### config.mk
export PLATFORM = sky130hd
export DESIGN_NAME = seg7_scan_ctrl
export DESIGN_NICKNAME = d
export VERILOG_FILES = /design/src/rtl/seg7_scan_ctrl.sv
export SDC_FILE = /design/constraint.sdc
export NUM_CORES = 1
export LEC_CHECK = 0
export CAP_MARGIN = 20
export CORE_ASPECT_RATIO = 1.2
export CORE_MARGIN = 2
export CORE_UTILIZATION = 35
export DETAILED_ROUTE_END_ITERATION = 8
export SETUP_SLACK_MARGIN = 0.2
export SLEW_MARGIN = 20
export SYNTH_ARGS = -nofsm -noshare
export SYNTH_HDL_FRONTEND = slang
export SYNTH_SLANG_ARGS = --single-unit
### constraint.sdc
create_clock -name clk -period 4.7 [get_ports clk]
set_clock_uncertainty 0.2 [all_clocks]
set_input_delay 0.94 -clock clk [delete_from_list [all_inputs] [get_ports clk]]
set_output_delay 0.94 -clock clk [all_outputs]
set_load 0.005 [all_outputs]
### src/rtl/seg7_scan_ctrl.sv
// Two-digit multiplexed 7-segment driver: high nibble on digit 1, low nibble on digit 2,
// with a dark gap between digit slots and a one-deep pending register behind valid/ready.
module seg7_scan_ctrl #(
  parameter int SCAN_DIV  = 50000,
  parameter int BLANK_CYC = 500,
  parameter int LZ_BLANK  = 1
) (
  input  logic       clk,
  input  logic       rst_n,
  input  logic       din_valid,
  input  logic [7:0] din,
  output logic       din_ready,
  output logic       sm_cs1_n,
  output logic       sm_cs2_n,
  output logic [6:0] sm_db
);

  localparam int MAXC = (SCAN_DIV > BLANK_CYC) ? SCAN_DIV : BLANK_CYC;
  localparam int TW   = (MAXC > 1) ? $clog2(MAXC) : 1;

  typedef enum logic [1:0] {S_BLK_LO, S_HI, S_BLK_HI, S_LO} state_t;

  state_t          state, state_nx;
  logic [TW-1:0]   timer, timer_nx, lim;
  logic            tdone, commit;
  logic [7:0]      disp_r, disp_nx, pend_val;
  logic            pend_r;
  logic            cs1_nx, cs2_nx;
  logic [6:0]      db_nx;

  function automatic logic [6:0] seg(input logic [3:0] n);
    case (n)
      4'h0: seg = 7'h3f;  4'h1: seg = 7'h06;  4'h2: seg = 7'h5b;  4'h3: seg = 7'h4f;
      4'h4: seg = 7'h66;  4'h5: seg = 7'h6d;  4'h6: seg = 7'h7d;  4'h7: seg = 7'h07;
      4'h8: seg = 7'h7f;  4'h9: seg = 7'h6f;  4'ha: seg = 7'h77;  4'hb: seg = 7'h7c;
      4'hc: seg = 7'h39;  4'hd: seg = 7'h5e;  4'he: seg = 7'h79;  default: seg = 7'h71;
    endcase
  endfunction

  assign din_ready = ~pend_r;

  always_comb begin
    lim      = (state == S_HI || state == S_LO) ? TW'(SCAN_DIV - 1) : TW'(BLANK_CYC - 1);
    tdone    = (timer == lim);
    state_nx = state;
    timer_nx = timer + TW'(1);
    if (tdone) begin
      timer_nx = '0;
      case (state)
        S_BLK_LO: state_nx = S_HI;
        S_HI:     state_nx = S_BLK_HI;
        S_BLK_HI: state_nx = S_LO;
        default:  state_nx = S_BLK_LO;
      endcase
    end
    // New values only land at frame start so a frame never mixes two values.
    commit  = tdone && (state == S_BLK_LO) && pend_r;
    disp_nx = commit ? pend_val : disp_r;

    // Outputs are decoded from the next state so they switch with it.
    cs1_nx = 1'b1;
    cs2_nx = 1'b1;
    db_nx  = '0;
    case (state_nx)
      S_HI: begin
        cs1_nx = (LZ_BLANK != 0) && (disp_nx[7:4] == 4'h0);
        db_nx  = seg(disp_nx[7:4]);
      end
      S_LO: begin
        cs2_nx = 1'b0;
        db_nx  = seg(disp_nx[3:0]);
      end
      default: ;
    endcase
  end

  always_ff @(posedge clk or negedge rst_n) begin
    if (!rst_n) begin
      state    <= S_BLK_LO;
      timer    <= '0;
      disp_r   <= 8'h00;
      pend_val <= 8'h00;
      pend_r   <= 1'b0;
      sm_cs1_n <= 1'b1;
      sm_cs2_n <= 1'b1;
      sm_db    <= 7'h00;
    end else begin
      state    <= state_nx;
      timer    <= timer_nx;
      disp_r   <= disp_nx;
      sm_cs1_n <= cs1_nx;
      sm_cs2_n <= cs2_nx;
      sm_db    <= db_nx;
      if (din_valid && !pend_r) begin
        pend_val <= din;
        pend_r   <= 1'b1;
      end else if (commit) begin
        pend_r   <= 1'b0;
      end
    end
  end

endmodule

# Word-level counts from Yosys, hierarchy flattened
# Memory sizes are Yosys's and may differ from the RTL's.
# Index checks and enable logic that the tools add are counted.
# word_totals
input_bits	11
regBits	44
rom_bits	224
memories	2
# op_classes
reduce_logical	8
n_eq_ne	6
n_addsub	1
n_bitwise	1
n_mux	10
# memory_table
name	words	width	read_ports	rd_clocked_by_memory_dff	write_ports	line	rtl
(name not given)	16	7	1	0	0	32	case (n)
(name not given)	16	7	1	0	0	32	
# ops
operator	n
2-to-1 mux 16 bit	2
adder 16 x 1 -> 16 bit, second input constant	1
equality test 16 bit	1
one-hot mux 7 bit (2 select lines)	1
2-to-1 mux 8 bit	1
equality test 2 bit, second input constant	3
one-hot mux 2 bit (3 select lines)	1
equality test 2 x 1 -> 1 bit, second input constant	2
logical NOT 4 bit	1
2-to-1 mux 1 bit	4
logical AND 1 bit	3
logical NOT 2 bit	1
2-to-1 mux 2 bit	1
nonzero test 2 bit	1
logical NOT 1 bit	1
logical OR 1 bit	1
inverter 1 bit	1

# Longest topological paths before layout
# depth
ltp_word	9
mapped_depth	15

# Least setup slack after synthesis
# OpenSTA, ideal clock, no wires.
# synth_timing
path_kind	register to register
from	reg state[0]
to	reg sm_db[0]
setup_slack_ps	1255
arrival_ps	3124
stages_incl_launch_ff	12
required_ps	4379
synth_period_minus_slack_ps	3445
setup_time_ps	121
path_cell_list	dfrtp_1 -> buf_6 -> or4_4 -> mux2_4 -> nor3_4 -> buf_4 -> mux2_2 -> inv_1 -> ha_1 -> inv_1 -> a221o_1 -> a22o_1
# synth_via
elab_chain_cells	9
# synth_lines
item	line	rtl
from (decl)	23	state_t state, state_nx;
from (signal assigned)	88	state <= state_nx;
equality test 2 x 1 -> 1 bit or equality test 2 bit (tied branches)	43, 49	
logical OR 1 bit	43	lim = (state == S_HI || state == S_LO) ? TW'(SCAN_DIV - 1) : TW'(BLANK_CYC - 1);
2-to-1 mux 16 bit	43	
equality test 16 bit	44	tdone = (timer == lim);
logical AND 1 bit (2 in series)	57	commit = tdone && (state == S_BLK_LO) && pend_r;
2-to-1 mux 8 bit	58	disp_nx = commit ? pend_val : disp_r;
memory read (16 x 7 bit)	--	
one-hot mux 7 bit (2 select lines) *	64	case (state_nx)
named net db_nx[0]	29	logic [6:0] db_nx;
to (signal assigned)	93	sm_db <= db_nx;
to (decl)	15	output logic [6:0] sm_db
# Mark *: on every way through the listed nets, which the timed path passes. The rest lies on a longest branch.
# A chain may end at the register's enable or synchronous reset.

# Worst setup path after layout
# layout_timing
from	reg state[0]
to	reg sm_db[3]
# layout_via
elab_chain_cells	9
# layout_lines
item	line	rtl
equality test 2 x 1 -> 1 bit or equality test 2 bit (tied branches)	43	
logical OR 1 bit	43	
2-to-1 mux 16 bit	43	
equality test 16 bit	44	
logical AND 1 bit * (2 in series)	57	
2-to-1 mux 8 bit *	58	
named net disp_nx[0]	26	logic [7:0] disp_r, disp_nx, pend_val;
memory read (16 x 7 bit) *	--	
one-hot mux 7 bit (2 select lines) *	64	
named net db_nx[3]	29	
# Marked as above.

==> summary.md <==
| Metric | Value |
|---|---|
| Final setup violating endpoints | 0 |
| Post-route DRC | 0 |
| Global-route wire length before repair | 10700 microns |
| Die Area | 8660 sq um |
| Count of clock tree sinks | 44 |
| Height of the die | 102 microns |
| Starting utilization of the core area | 0.360 |
| Commonest non-fill, non-tap cells in the layout | sky130_fd_sc_hd__dfrtp_1 (42), sky130_fd_sc_hd__nand2_1 (26), sky130_fd_sc_hd__inv_1 (25), sky130_fd_sc_hd__nor2_1 (21), sky130_fd_sc_hd__clkdlybuf4s50_1 (19) |
| EDFF count, synth | 0 |
| Total CTS buffers | 5 |
| Count of endpoints failing hold in the final timing report | 0 |
| Area delta synth->final | 14.5% |
| Initial antenna violation count | 0 |
| Syn_area_per_cell | between 9 and 10 sq um |
| Status | completed |
| Diodes inserted | 0 |
| Primary FF master, synth | sky130_fd_sc_hd__dfrtp_1 |
| Via density | ~5.5 |
| Floorplan die width | ~85 microns |
| Number of synthesized register bits | 44 |
| Relative slew slack | 0.317 |
| Total negative slack | 0 ps |
| Max frequency | around 260 MHz |
| Crit-path max FO | 13 |
| Critical register-to-register path endpoint | sm_db[3]$_DFF_PN0_ |
| Worst-case hold path end point | timer[10]$_DFF_PN0_ |
| Number of global-route vias before repair | about 2200 |
| Post-CTS Hold Buffers | 0 |
| Total congestion overflow | 0 |
| Combined global-route utilization of all metal layers | 0.156 |
| Slew at the pin closest to its max-slew limit | 1030 ps |
| Root Buffer Master | sky130_fd_sc_hd__clkbuf_8 |
| Routed wire length | 6330 microns |
| Count of input and output buffers | 20 |
| Number of vias after detailed routing | between 2000 and 2500 |
| Share of layout cells above drive strength 1 | 0.0968 |
| Clock transition at the registers of the reported paths | ~90 ps |
| Number of stages on the worst hold path | 1 |
| Count of non-filler cells in the finished layout | ~400 |
| Synthesized area | 2770 sq um |
| HPWL after detailed placement | around 4700 microns |
| Post-CTS Resized | 0 |
| Crit end category | flip-flop |
| Startpoint of the most critical hold path | timer[10]$_DFF_PN0_ |
| Register-to-register setup slack | 910 ps |
| Number of maximum-capacitance constraint violations | 0 |
| PnR Total Power | approximately 0.75 mW |
| Shortest period the worst path allows | 3790 ps |
| Most common cell after layout, fill and taps aside | sky130_fd_sc_hd__dfrtp_1 |
| Final Cycle Share | 0.806 |
| First-iteration detailed-routing DRC count | approximately 120 |
| Worst ir drop on vdd | 0.130 mV |
| Unrepaired setup endpoints after global routing | false |
| Hold crit path type | flip-flop to flip-flop |
| WP data required | 4710 ps |
| Clock tree from TritonCTS | done |
| Syn Nets | 315 |
| Count of TritonRoute iterations in the first routing pass | 4 |
| Routed length per instance | 15.8 microns |
| Post-Synthesis Cells | 288 |
| # placed instances | just under 400 |
| Crit start category | flip-flop |
| Worst reg2reg path depth | 12 |
| Post-CTS setup buffers | 0 |
| Total number of nets in the final design | 336 |
| LEAKAGE | 1.47 nW |
| CP Data Arrival Time | 3800 ps |
| Worst-case clock buffer depth | 2 |
| Clock latency on the worst-skew pair | 310 ps |
| Ports placed on the boundary | 21 |
| H-tree levels | 2 |
| Last weighted congestion value of the routability-driven placer | 0.914 |
| RR Startpoint | state[0]$_DFF_PN0_ |
| Synth Warn # | 0 |
| Core Box Area | around 7700 sq um |
| Critical path class | flip-flop to flip-flop |
| Rows | 35 |
| Share of flip-flops with an asynchronous set or reset | 1.00 |
| Number of pins with negative max-slew slack in the final report | 0 |
| Largest net degree at the start of global routing | 45 |
| Number of unique standard cell types used by synthesis | 59 |
| Power density of the placed cells | 237 nW/um^2 |
| Number of antenna-violating nets in the routed design | 0 |
| Post-synthesis sequential area ratio | 0.398 |
[registers in the layout, indices dropped and copies added (netlist names)]
register	count
disp_r	8
timer	16
sm_db	7
sm_cs1_n	1
pend_r	1
pend_val	8
sm_cs2_n	1
state	2
[critical path: stages (launching register included)]
cell and delay, ps:
sky130_fd_sc_hd__dfrtp_1 510, sky130_fd_sc_hd__inv_1 150, sky130_fd_sc_hd__ha_1 180, sky130_fd_sc_hd__nand2_1 90
sky130_fd_sc_hd__a21oi_1 410, sky130_fd_sc_hd__nand3_1 590, sky130_fd_sc_hd__mux2i_1 500, sky130_fd_sc_hd__inv_1 150
sky130_fd_sc_hd__ha_1 290, sky130_fd_sc_hd__nor2b_1 150, sky130_fd_sc_hd__a211oi_1 180, sky130_fd_sc_hd__a211oi_1 90
sky130_fd_sc_hd__o32ai_2 190
[metal layers]
layer	wire (microns)	up-vias	track usage
met5	0	-	0
li1	-	1069	-
met1	2710	1047	0.188
met4	206	0	0.0757
met2	3160	68	0.273
met3	263	18	0.0244
[area by class of cell]
cell class | instances | area [sq um]
Clock buffer | 6 | 82.6
Clock inverter | 2 | 38.8
Fill cell | 756 | 4530
Inverter | 26 | 97.6
Multi-Input combinational cell | 211 | 1530
Sequential cell | 44 | 1100
Tap cell | 92 | 115
Timing Repair Buffer | 21 | 205
[synth_stat cells, drive strengths merged (2+ instances only)]
master	number	share of area
dfrtp	42	0.38
nand3	17	0.031
a21o	4	0.011
o21ai	7	0.014
buf	3	0.0086
o32a	2	0.0072
ha	16	0.072
clkbuf	4	0.0054
nor4	2	0.0045
o211ai	2	0.0054
a31o	2	0.0063
nor3	5	0.013
nand2	26	0.035
nand4	7	0.016
o31ai	3	0.0081
a22o	3	0.0095
inv	26	0.035
and2	2	0.0045
a21oi	11	0.020
a221o	3	0.011
xnor2	7	0.022
o2111ai	3	0.0095
xor2	8	0.025
dfstp	2	0.019
nor2b	2	0.0045
a211oi	2	0.0054
nand2b	5	0.011
mux2	9	0.038
o32ai	2	0.0090
and4b	2	0.0072
or3	3	0.0068
a31oi	3	0.0068
nor2	21	0.028
a21boi	2	0.0054
mux2i	14	0.055
nand3b	2	0.0054
[stage by stage]
step / utilization / cell area (sq um) / setup WS [ps] / hold slack [ps]
finish: 0.412 / 3180 / 910 / 312
global route: 0.412 / 3180 / 553 / 347
CTS: 0.412 / 3170 / 939 / 314
detailed placement: 0.396 / 3050 / 960 / 299
global placement: 0.396 / 3050 / 1080 / 296
floorplan: - / 2770 / 1260 / 253
[worst max path at each step]
stage / startpoint / to / cells after the start
final: state[0]$_DFF_PN0_ / sm_db[3]$_DFF_PN0_ / 12
after global placement: state[0]$_DFF_PN0_ / sm_db[3]$_DFF_PN0_ / 10
after detailed placement: state[0]$_DFF_PN0_ / sm_db[3]$_DFF_PN0_ / 10
after CTS: state[0]$_DFF_PN0_ / sm_db[3]$_DFF_PN0_ / 10
after floorplan: state[0]$_DFF_PN0_ / sm_db[0]$_DFF_PN0_ / 11
after global routing: state[0]$_DFF_PN0_ / sm_db[3]$_DFF_PN0_ / 12
[report_power, final]
part,leakage [nW],internal [mW],switching [mW]
sequential,0.574,0.387,0.0133
combinational,0.838,0.0196,0.0173
clock,0.0614,0.174,0.143
total,1.47,0.580,0.173
[cells by family after synthesis]
kind of cell	count (synthesis)	share of synthesized area
muxes	23	0.0929
DFF	44	0.398
buffers and inverters	33	0.0492
AOI/OAI and AO/OA	58	0.156
and+or+nand+nor	99	0.184
xor gates and xnor gates	15	0.0474
adders and majority gates	16	0.0722
Note: power is estimated with default switching activity, not from simulation.
